<file path="config.mk">
export PLATFORM = sky130hd
export DESIGN_NAME = clkdiv_ctrl
export DESIGN_NICKNAME = d
export VERILOG_FILES = /design/src/rtl/clkdiv_ctrl.sv
export SDC_FILE = /design/constraint.sdc
export NUM_CORES = 1
export LEC_CHECK = 0
export BUFFER_PORTS_ARGS = -buffer_cell sky130_fd_sc_hd__buf_2
export CORE_ASPECT_RATIO = 1.25
export CORE_MARGIN = 3
export CORE_UTILIZATION = 28
export DETAILED_ROUTE_END_ITERATION = 7
export GPL_ROUTABILITY_DRIVEN = 0
export PLACE_DENSITY = 0.46
export REMOVE_ABC_BUFFERS = 1
export SLEW_MARGIN = 20
export SYNTH_ARGS = -nofsm -noshare
export SYNTH_HDL_FRONTEND = slang
export SYNTH_SLANG_ARGS = --single-unit
</file>
<file path="constraint.sdc">
create_clock -name clk -period 11 [get_ports clk]
set_input_delay 2.75 -clock clk [delete_from_list [all_inputs] [get_ports clk]]
set_output_delay 2.75 -clock clk [all_outputs]
set_load 0.05 [all_outputs]
</file>
<file path="src/rtl/clkdiv_ctrl.sv">
// Programmable clock-divider controller: sequences a glitch-free divided clock
// with per-period tick, optional burst length and a one-entry config buffer.
module clkdiv_ctrl #(
    parameter int CNT_W = 16
) (
    input  logic             clk,
    input  logic             rst,
    input  logic             start,
    input  logic             stop,
    input  logic             cfg_valid,
    output logic             cfg_ready,
    input  logic [CNT_W-1:0] cfg_period,
    input  logic [CNT_W-1:0] cfg_high,
    input  logic [CNT_W-1:0] cfg_burst,
    output logic             clk_out,
    output logic             tick,
    output logic             busy,
    output logic             done
);

    typedef enum logic [1:0] {
        IDLE  = 2'd0,
        RUN   = 2'd1,
        DRAIN = 2'd2
    } state_t;

    localparam logic [CNT_W-1:0] ONE = CNT_W'(1);
    localparam logic [CNT_W-1:0] TWO = CNT_W'(2);

    state_t           state_q, state_d;
    logic [CNT_W-1:0] phase_q, pcount_q;
    logic [CNT_W-1:0] per_q, high_q, burst_q;
    logic             pend_valid_q;
    logic [CNT_W-1:0] pend_per_q, pend_high_q, pend_burst_q;
    logic             clk_out_q, tick_q, done_q, busy_q;

    logic             boundary, restart, term, apply, accept;
    logic             clk_out_d, tick_d, done_d, busy_d;
    logic [CNT_W-1:0] legal_per, legal_high;

    function automatic logic [CNT_W-1:0] legalise_period(input logic [CNT_W-1:0] p);
        return (p < TWO) ? TWO : p;
    endfunction

    // High time is clamped against the already-legalised period.
    function automatic logic [CNT_W-1:0] legalise_high(input logic [CNT_W-1:0] h,
                                                       input logic [CNT_W-1:0] p);
        logic [CNT_W-1:0] hh;
        hh = (h == '0) ? ONE : h;
        return (hh >= p) ? (p - ONE) : hh;
    endfunction

    assign legal_per  = legalise_period(cfg_period);
    assign legal_high = legalise_high(cfg_high, legal_per);
    assign accept     = cfg_valid && !pend_valid_q;
    assign boundary   = (phase_q == per_q - ONE);

    // State register
    always_ff @(posedge clk) begin
        if (rst) state_q <= IDLE;
        else     state_q <= state_d;
    end

    // Next-state logic; restart marks the first cycle of a new period
    always_comb begin
        state_d = state_q;
        restart = 1'b0;
        term    = 1'b0;
        apply   = 1'b0;
        case (state_q)
            IDLE: begin
                apply = pend_valid_q;
                if (start && !stop) begin
                    state_d = RUN;
                    restart = 1'b1;
                end
            end
            RUN, DRAIN: begin
                if (boundary) begin
                    if (state_q == DRAIN || stop ||
                        (burst_q != '0 && pcount_q >= burst_q)) begin
                        term    = 1'b1;
                        state_d = IDLE;
                    end else begin
                        restart = 1'b1;
                        apply   = pend_valid_q;
                    end
                end else if (state_q == RUN && stop) begin
                    state_d = DRAIN;
                end
            end
            default: state_d = IDLE;
        endcase
    end

    // Output logic, registered below
    always_comb begin
        clk_out_d = 1'b0;
        if (restart)
            clk_out_d = 1'b1;
        else if (state_q != IDLE && !boundary)
            clk_out_d = (phase_q + ONE) < high_q;
        tick_d = restart;
        done_d = term;
        busy_d = (state_d != IDLE);
    end

    always_ff @(posedge clk) begin
        if (rst) begin
            clk_out_q    <= 1'b0;
            tick_q       <= 1'b0;
            done_q       <= 1'b0;
            busy_q       <= 1'b0;
            phase_q      <= '0;
            pcount_q     <= '0;
            per_q        <= TWO;
            high_q       <= ONE;
            burst_q      <= '0;
            pend_valid_q <= 1'b0;
        end else begin
            clk_out_q <= clk_out_d;
            tick_q    <= tick_d;
            done_q    <= done_d;
            busy_q    <= busy_d;
            if (restart || term)
                phase_q <= '0;
            else if (state_q != IDLE)
                phase_q <= phase_q + ONE;
            if (restart)
                pcount_q <= (state_q == IDLE) ? ONE : pcount_q + ONE;
            if (apply) begin
                per_q        <= pend_per_q;
                high_q       <= pend_high_q;
                burst_q      <= pend_burst_q;
                pend_valid_q <= 1'b0;
            end else if (accept) begin
                pend_valid_q <= 1'b1;
            end
        end
    end

    // Pending payload is only meaningful while pend_valid_q is set
    always_ff @(posedge clk) begin
        if (accept) begin
            pend_per_q   <= legal_per;
            pend_high_q  <= legal_high;
            pend_burst_q <= cfg_burst;
        end
    end

    assign cfg_ready = !pend_valid_q;
    assign clk_out   = clk_out_q;
    assign tick      = tick_q;
    assign busy      = busy_q;
    assign done      = done_q;

endmodule

</file>
Word level (Yosys, flattened, before mapping)
Cells that the tools add are included.
{ "totals": {"elab_cells": 65, "in_bits": 53, "regBits": 135} }
{ "classes": {"mux": 21, "add_sub_neg": 4, "magnitude_cmp": 4, "eq_ne": 3, "n_reduce_logical": 19} }
{ "op_table": {"columns": ["cell", "n"], "rows": [
  ["$mux 16", 4],
  ["$add 16x1->16 const B", 2],
  ["$ge 16x16->1", 2],
  ["$sub 16x1->16 const B", 2],
  ["$eq 16x16->1", 1],
  ["$logic_not 16->1", 1],
  ["$lt 16x16->1", 1],
  ["$lt 16x2->1 const B", 1],
  ["$reduce_bool 16->1", 1],
  ["$mux 1", 10],
  ["$mux 2", 4],
  ["$reduce_or 2->1", 3],
  ["$logic_and 1x1->1", 5],
  ["$pmux 1 s2", 2],
  ["$pmux 2 s2", 1],
  ["$reduce_bool 2->1", 2],
  ["$logic_not 1->1", 3],
  ["$logic_or 1x1->1", 3],
  ["$eq 2x1->1 const B", 1],
  ["$eq 2x2->1 const B", 1],
  ["$logic_not 2->1", 1]
]} }

Depth between registers and ports, before layout
Gate-level depths: netlist of the first run.
{ "logic_depth": {"ltp_word": 8, "ltp_mapped": 15, "ltp_nobuf": 13} }

Least setup slack after synthesis of the first run
OpenSTA, ideal clock, no wires.
{ "synth_path": {"path_kind": "input -> register", "start": "input port cfg_period[4]", "end": "register pend_high_q[10] (data pin)", "arrival_time_ns": 6.116, "path_stages": 15, "n_path_buf": 2, "setup_slack_ns": 4.624, "path_cell_list": "nor3_1 > nand3_1 > nor4_1 > or2_2 > clkbuf_1 > inv_1 > ha_1 > a21o_1 > a21o_1 > a21o_1 > a21oi_1 > o21ai_0 > a21oi_1 > clkbuf_1 > mux2_2"} }
{ "synth_between": {"elab_chain_cells": 4, "elab_cells_between_ends": 5, "cone_classes": "1 x add/sub; 2 x order compare; 2 x mux"} }
{ "synth_lines": {"columns": ["element", "line_no", "text"], "rows": [
  ["start, declared", "12", "input logic [CNT_W-1:0] cfg_period,"],
  ["$lt 16x2->1 *", "42", "return (p < TWO) ? TWO : p;"],
  ["$mux 16 *", "42", null],
  ["via legal_per[1]", "39", "logic [CNT_W-1:0] legal_per, legal_high;"],
  ["$sub 16x1->16 or $ge 16x16->1 (tied branches)", "50", "return (hh >= p) ? (p - ONE) : hh;"],
  ["$mux 16 *", "50", null],
  ["via legal_high[10]", "39", null],
  ["end signal, assigned", "146", "pend_high_q <= legal_high;"],
  ["end, declared", "34", "logic [CNT_W-1:0] pend_per_q, pend_high_q, pend_burst_q;"]
]} }
Mark *: on every way through the listed nets, which the timed path passes. The rest lies on a longest branch.
A chain may end at the register's enable or synchronous reset.

Final worst setup path of the first run
{ "layout_path": {"start": "input port cfg_period[4]", "end": "register pend_high_q[5] (data pin)"} }
The elaborated chain is that of the path after synthesis.

==> results.sh, run 1 <==
export IMPL_start_util_pct=28.6
export IMPL_slew_headroom_pct=42.0
export IMPL_seqPwrFrac_pct=43.5
export IMPL_synthArstFlopShare_pct=0
export IMPL_cp_arrival_ns=6.11
export IMPL_dieArea_um2=30500
export IMPL_cts_max_level=4
export IMPL_intPower_mw=0.941
export IMPL_cpPeakStageDelay_ns=0.55
export IMPL_critPathKind="input pin to flop"
export IMPL_cp_data_required_time_ns=11.17
export IMPL_ctsResizeCount=0
export IMPL_cts_root_buf="clkbuf_16"
export IMPL_cts_sinks=135
export IMPL_end_kind="flop"
export IMPL_cp_max_fo=16
export IMPL_min_to="high_q[3]"
export IMPL_path_cells="buf_2, nor3_1, nand3_1, nor4_1, nor2b_1, ha_1, nand2b_1, a21o_1, a21o_1, a21o_1, a21oi_1, o21ai_0, a21oi_1, buf_4, mux2_2"
export IMPL_synthCells=864
export IMPL_synth_seq_area_share_pct=40.0
export IMPL_drt_wl_total_um=18600
export IMPL_synth_area_leaders="dfxtp_1 22%, edfxtp_1 18%, ha_1 8.6%, mux2i_1 6.8%, nand2_1 5.5%"
export IMPL_yosys_warnings=0
export IMPL_cp_top_family="simple AND/OR/NAND/NOR gates"
export IMPL_synth_top_family_by_area="simple AND/OR/NAND/NOR gates"
export IMPL_worst_path_buf_inv=2
export IMPL_core_um2=27800
export IMPL_syn_avg_cell_area_um2=9.21
export IMPL_yosys_area_share_simple_pct=21.5
export IMPL_hpwl_um=13600
export IMPL_netlist_area_leader_share_pct=21.9
export IMPL_busiest_layer="met2"
export IMPL_route_detailed_drc=0
export IMPL_area_growth_pct=13.3
export IMPL_setup_viol=0
export IMPL_r2r_cells=11
export IMPL_switchingPower_mw=0.361
export IMPL_grtUsageMet1_pct=15.8
export IMPL_antenna_found_initial=0
export IMPL_finClkSkew_ns=0.0147
export IMPL_placed_cell_area_um2=8450
export IMPL_io_pins=58
export IMPL_p_clk_share_pct=42.2
export IMPL_avgViaCountPerCell=4.73
export IMPL_clkLatencyLatePin_ns=0.43
export IMPL_setup_ws_ns=5.06
export IMPL_swShare_pct=27.7
export IMPL_grt_pass1_vias=6077
export IMPL_r2r_slack_ns=7.08
export IMPL_cp_common_cell="a21o_1"
export IMPL_r2r_end="per_q[11]"
export IMPL_cts_tree="yes"
export IMPL_drt_iter0_drc=271
export IMPL_powerDensity_nw_per_um2=144
export IMPL_numPortBuffers=57
export IMPL_fin_cells=1240
export IMPL_drv_slew=0
export IMPL_final_util_pct=32.4
export IMPL_dpl_worst_slack_ns=4.63
export IMPL_fmax_ghz=0.168
export IMPL_dr_pass1_iters=5
export IMPL_finalCritPeriodShare_pct=54.0
export IMPL_synthXorXnorAreaFrac_pct=6.27
export IMPL_wl_per_cell_um=15.0
export IMPL_hold_depth=2
export IMPL_die_w_um=157
export IMPL_worstReg2RegStart="per_q[0]"
export IMPL_worstMarginPinSlew_ns=0.870
export IMPL_post_cts_buffers=0
export IMPL_n_antenna_cell=0
export IMPL_grt_first_pass_wirelength_um=31300
export IMPL_power_mw=1.30
export IMPL_synth_compound_area_share_pct=8.49
export IMPL_grt_usage_pct=12.8
export IMPL_drive_gt1_share_pct=15.1
export IMPL_ys_ff_latch=135
export IMPL_peakVddDrop_v=0.0000578
export IMPL_grt_max_degree=62
export IMPL_yosys_area_share_adder_pct=8.65
export IMPL_tns_ns=0
export IMPL_comb_power_share_pct=14.3
export IMPL_clockBufferDepth=2
export IMPL_cp_slowest_cell="nor3_1"
export IMPL_syn_area_um2=7960
export IMPL_layout_nets=985
export IMPL_grtUsageMet2_pct=21.6
export IMPL_min_delay_start="high_q[3]"
export IMPL_die_h_um=195
export IMPL_clk_pin_slew_ns=0.06
export IMPL_numCtsBuffers=17
export IMPL_crit_path_start_kind="input pin"
export IMPL_grt_overflow_total=0
export IMPL_fin_area_um2=9020
export IMPL_status="finished clean"
export IMPL_synth_edf_count=48
export IMPL_grt_util_met3_pct=2.58
export IMPL_timing_hold_ws_ns=0.458
export IMPL_grt_setup_unrepaired="no"
export IMPL_synth_top_flop_cell="dfxtp_1"
export IMPL_detail_route_antenna_nets=0
export IMPL_hold_viol=0
export IMPL_place_inst=1208
export IMPL_route_vias_total=5869
export IMPL_synth_mux_area_share_pct=8.63
export IMPL_synth_largest_area_cell="dfxtp_1"
export IMPL_min_period_ns=5.94
export IMPL_cap_viol_max_count=0
export IMPL_hold_buffers=0
export IMPL_p_leak_nw=3.50
export IMPL_synth_distinct_cells=66
export IMPL_worstHoldPathType="flop to flop"
export IMPL_rows=68
## final cells by class
type                       instances  area [um^2]
clock buffer                      18          439
multi-input combinational        600         4280
fill                            2854        18800
clock inverter                    14          125
tap                              350          438
sequential                       135         3180
inverter                          60          225
timing repair buffer              63          330
## logic make-up after synthesis
group / Yosys count
AOI/OAI and AO/OA: 97
xor gates and xnor gates: 57
adders and majority gates: 55
buffers and inverters: 129
DFF: 135
muxes: 67
and+or+nand+nor: 324
## how the worst max path moves through the flow
stage / end / from / slack, ns / depth (start not counted)
finish: pend_high_q[5] / cfg_period[4] / 5.06 / 15
global placement: pend_high_q[14] / cfg_period[4] / 4.63 / 15
detailed placement: pend_high_q[5] / cfg_period[4] / 4.63 / 15
global route: pend_high_q[5] / cfg_period[4] / 4.69 / 15
CTS: pend_high_q[5] / cfg_period[4] / 5.08 / 15
floorplan: burst_q[0] / stop / 3.71 / 5
## power groups by stage
stage	registers, mW	logic [mW]	clock network (mW)
finish	0.566	0.187	0.549
global route	0.569	0.211	0.589
CTS	0.566	0.191	0.571
detailed placement	0.577	0.190	0
global placement	0.577	0.190	0
floorplan	0.576	0.130	0
## registers in the layout, summed over array words and instances (netlist names), 2 cells and up
name          count
state_q           2
pend_per_q       16
pend_burst_q     16
high_q           16
pcount_q         16
burst_q          16
pend_high_q      16
per_q            16
phase_q          16
## layer usage
layer | up-vias | wire length (um)
li1 | 3037 | -
met1 | 2707 | 8520
met2 | 92 | 9060
met3 | 33 | 505
met4 | 0 | 531
met5 | - | 0
## tightest hold or removal path: cells and delay by family, from the launching register on
kind / cells / cell delay (ns)
multiplexers: 1 / 0.05
AND/OR/NAND/NOR: 1 / 0.05
flip-flops: 1 / 0.31
## placed cells by master, fill, tap and decap left out, types with 4 or more instances in the layout
cell and count:
a31oi_1 18, nand2b_1 5, nor2_1 48, o21ai_1 4, nor4_1 10, ha_1 55, dfxtp_1 87, a21oi_1 14
or3_1 5, a21o_1 16, or2_2 6, or3b_2 7, and3_1 9, xor2_1 17, clkbuf_16 17, mux2i_1 54
buf_2 57, or4_1 6, nand3b_1 6, mux2_2 13, nor2b_1 15, nor3_1 19, or4b_1 7, o21a_1 4
clkinv_4 4, nand3_1 32, inv_1 59, nand2_1 116, buf_4 6, nand4_1 15, edfxtp_1 48, xnor2_1 40
o21ai_0 12
## cell usage after synthesis (17+ instances only)
cell	count
dfxtp_1	87
mux2i_1	54
nand3_1	32
xor2_1	17
xnor2_1	40
ha_1	55
clkbuf_1	59
nand2_1	116
nor3_1	19
inv_1	59
nor2_1	48
edfxtp_1	48
a31oi_1	18
Power figures use the tool's default switching activity.
==> run 2, diff against run 1 <==
--- a/config.mk
+++ b/config.mk
@@ -5,6 +5,7 @@
 export SDC_FILE = /design/constraint.sdc
 export NUM_CORES = 1
 export LEC_CHECK = 0
+export ABC_AREA = 1
 export BUFFER_PORTS_ARGS = -buffer_cell sky130_fd_sc_hd__buf_2
 export CORE_ASPECT_RATIO = 1.25
 export CORE_MARGIN = 3
==> constraint.sdc (replaced) <==
create_clock -name clk -period 6.1 [get_ports clk]
set_input_delay 1.525 -clock clk [delete_from_list [all_inputs] [get_ports clk]]
set_output_delay 1.525 -clock clk [all_outputs]
set_load 0.05 [all_outputs]
==> results.sh, run 2 <==
export IMPL_p_leak_nw=4.38
export IMPL_syn_avg_cell_area_um2=7.08
export IMPL_io_pins=58
export IMPL_drt_wl_total_um=20400
export IMPL_n_antenna_cell=0
export IMPL_drv_slew=0
export IMPL_drt_iter0_drc=409
export IMPL_r2r_end="per_q[5]"
export IMPL_synth_area_leaders="dfxtp_1 20%, edfxtp_1 17%, nand2_1 11%, ha_1 8.0%, inv_1 7.4%"
export IMPL_fillers=3257
export IMPL_route_detailed_drc=0
export IMPL_hold_depth=2
export IMPL_synth_seq_area_share_pct=37.2
export IMPL_hold_viol=0
export IMPL_r2r_slack_ns=2.70
export IMPL_synth_edf_count=48
export IMPL_die_h_um=201
export IMPL_dpl_worst_slack_ns=1.66
export IMPL_final_cell_mix="255 x nand2_1, 168 x inv_1, 151 x nor2_1"
export IMPL_avgViaCountPerCell=4.39
export IMPL_post_cts_buffers=0
export IMPL_powerDensity_nw_per_um2=262
export IMPL_start_util_pct=28.8
export IMPL_yosys_warnings=0
export IMPL_detail_route_antenna_nets=0
export IMPL_grt_setup_unrepaired="no"
export IMPL_cp_data_required_time_ns=6.25
export IMPL_worstReg2RegStart="per_q[0]"
export IMPL_cts_root_buf="clkbuf_16"
export IMPL_cp_max_fo=17
export IMPL_clockBufferDepth=2
export IMPL_min_delay_start="high_q[0]"
export IMPL_fmax_ghz=0.253
export IMPL_synthArstFlopShare_pct=0
export IMPL_placed_cell_area_um2=9050
export IMPL_hpwl_um=15300
export IMPL_cts_tree="yes"
export IMPL_clk_pin_slew_ns=0.06
export IMPL_synth_top_flop_cell="dfxtp_1"
export IMPL_synth_largest_area_cell="dfxtp_1"
export IMPL_worstHoldPathType="flop to flop"
export IMPL_power_mw=2.52
export IMPL_synthTopCellsByCount="255 x nand2_1, 169 x inv_1, 152 x nor2_1"
export IMPL_clkLatencyLatePin_ns=0.42
export IMPL_synth_most_common_cell="nand2_1"
export IMPL_grt_usage_pct=13.0
export IMPL_status="finished clean"
export IMPL_timing_hold_ws_ns=0.474
export IMPL_cts_max_level=4
export IMPL_cts_sinks=135
export IMPL_ys_ff_latch=135
export IMPL_route_vias_total=7150
export IMPL_wl_per_cell_um=12.6
export IMPL_fin_area_um2=9610
export IMPL_min_period_ns=3.96
export IMPL_syn_area_um2=8550
export IMPL_synthCells=1208
export IMPL_grt_first_pass_wirelength_um=34700
export IMPL_worstMarginPinSlew_ns=0.708
export IMPL_die_w_um=162
export IMPL_grt_overflow_total=0
export IMPL_ctsResizeCount=0
export IMPL_setup_ws_ns=2.14
export IMPL_synth_distinct_cells=40
export IMPL_r2r_cells=15
export IMPL_finalCritPeriodShare_pct=64.9
export IMPL_cap_viol_max_count=0
export IMPL_crit_path_start_kind="input pin"
export IMPL_layout_cells_most_common="nand2_1"
export IMPL_grt_pass1_vias=7029
export IMPL_hold_buffers=0
export IMPL_min_to="high_q[0]"
export IMPL_numPortBuffers=57
export IMPL_rows=70
export IMPL_critPathKind="input pin to flop"
export IMPL_layout_nets=1326
export IMPL_area_growth_pct=12.4
export IMPL_cp_arrival_ns=4.11
export IMPL_slew_headroom_pct=52.8
export IMPL_core_um2=29700
export IMPL_dr_pass1_iters=4
export IMPL_grt_max_degree=65
export IMPL_drive_gt1_share_pct=10.3
export IMPL_tns_ns=0
export IMPL_finClkSkew_ns=0.00968
export IMPL_antenna_found_initial=0
export IMPL_dieArea_um2=32700
export IMPL_netlist_area_leader_share_pct=20.4
export IMPL_numCtsBuffers=17
export IMPL_peakVddDrop_v=0.000157
export IMPL_end_kind="flop"
export IMPL_setup_viol=0
## run 2: cell types whose count changed after synthesis, moves of 25 or more
cell	delta
nor2_1	+104
xor2_1	+25
xnor2_1	-30
a21oi_1	+68
mux2i_1	-53
inv_1	+110
nand3_1	+90
nand2_1	+139
## run 2: layout make-up
class | count | area [um^2] | share of cell area [%]
Clock inverter | 13 | 106 | 1.11
Inverter | 175 | 658 | 6.85
Timing Repair Buffer | 63 | 330 | 3.44
Tap cell | 396 | 495 | 5.15
Multi-Input combinational cell | 826 | 4380 | 45.6
Clock buffer | 19 | 454 | 4.73
Sequential cell | 135 | 3180 | 33.1
## run 2: cell families (layout without fill, tap and decap cells)
| kind of cell | Yosys count | in the layout | synth area share [%] |
|---|---|---|---|
| and+or+nand+nor | 589 | 589 | 29.7 |
| adders and majority gates | 55 | 55 | 8.04 |
| muxes | 1 | 1 | 0.117 |
| buffers and inverters | 247 | 270 | 11.6 |
| DFF | 135 | 135 | 37.2 |
| AOI/OAI and AO/OA | 128 | 128 | 7.81 |
| xor gates and xnor gates | 53 | 53 | 5.51 |
## run 2: worst max-delay path by stage
stage                               from               to  slack (ns)
after floorplan                cfg_valid  pend_burst_q[0]        2.06
after global placement      cfg_high[12]  pend_high_q[12]        1.72
after detailed placement    cfg_high[12]   pend_high_q[8]        1.66
after CTS                   cfg_high[12]   pend_high_q[7]        2.11
after global routing        cfg_high[12]   pend_high_q[7]        1.67
final                     cfg_period[13]   pend_high_q[7]        2.14
## run 2: power by group
| part | switching (mW) | internal, mW |
|---|---|---|
| logic | 0.306 | 0.169 |
| clock network | 0.436 | 0.556 |
| registers | 0.0477 | 1.01 |
| total | 0.790 | 1.73 |
## run 2: stage by stage
step,utilization (%),cells
global route,32.4,1627
finish,32.4,1627
CTS,32.4,1627
floorplan,-,1136
global placement,30.5,1595
detailed placement,30.5,1595
## run 2: per-layer routing
layer	GRT usage [%]	wire, um
met1	15.7	9370
met2	23.2	10200
met3	2.31	463
met4	3.87	396
met5	0	0
## run 2: critical path, stage by stage
cell and delay [ns]:
buf_2 0.11, inv_1 0.12, nand4_1 0.15, nor2_1 0.22
nand2_1 0.11, nand2_1 0.09, inv_1 0.07, ha_1 0.31
a21oi_1 0.13, o21ai_0 0.08, nand2_1 0.06, o211ai_1 0.07
nand2_1 0.07, nand3_1 0.23, buf_4 0.27, inv_1 0.32
o21ai_0 0.17
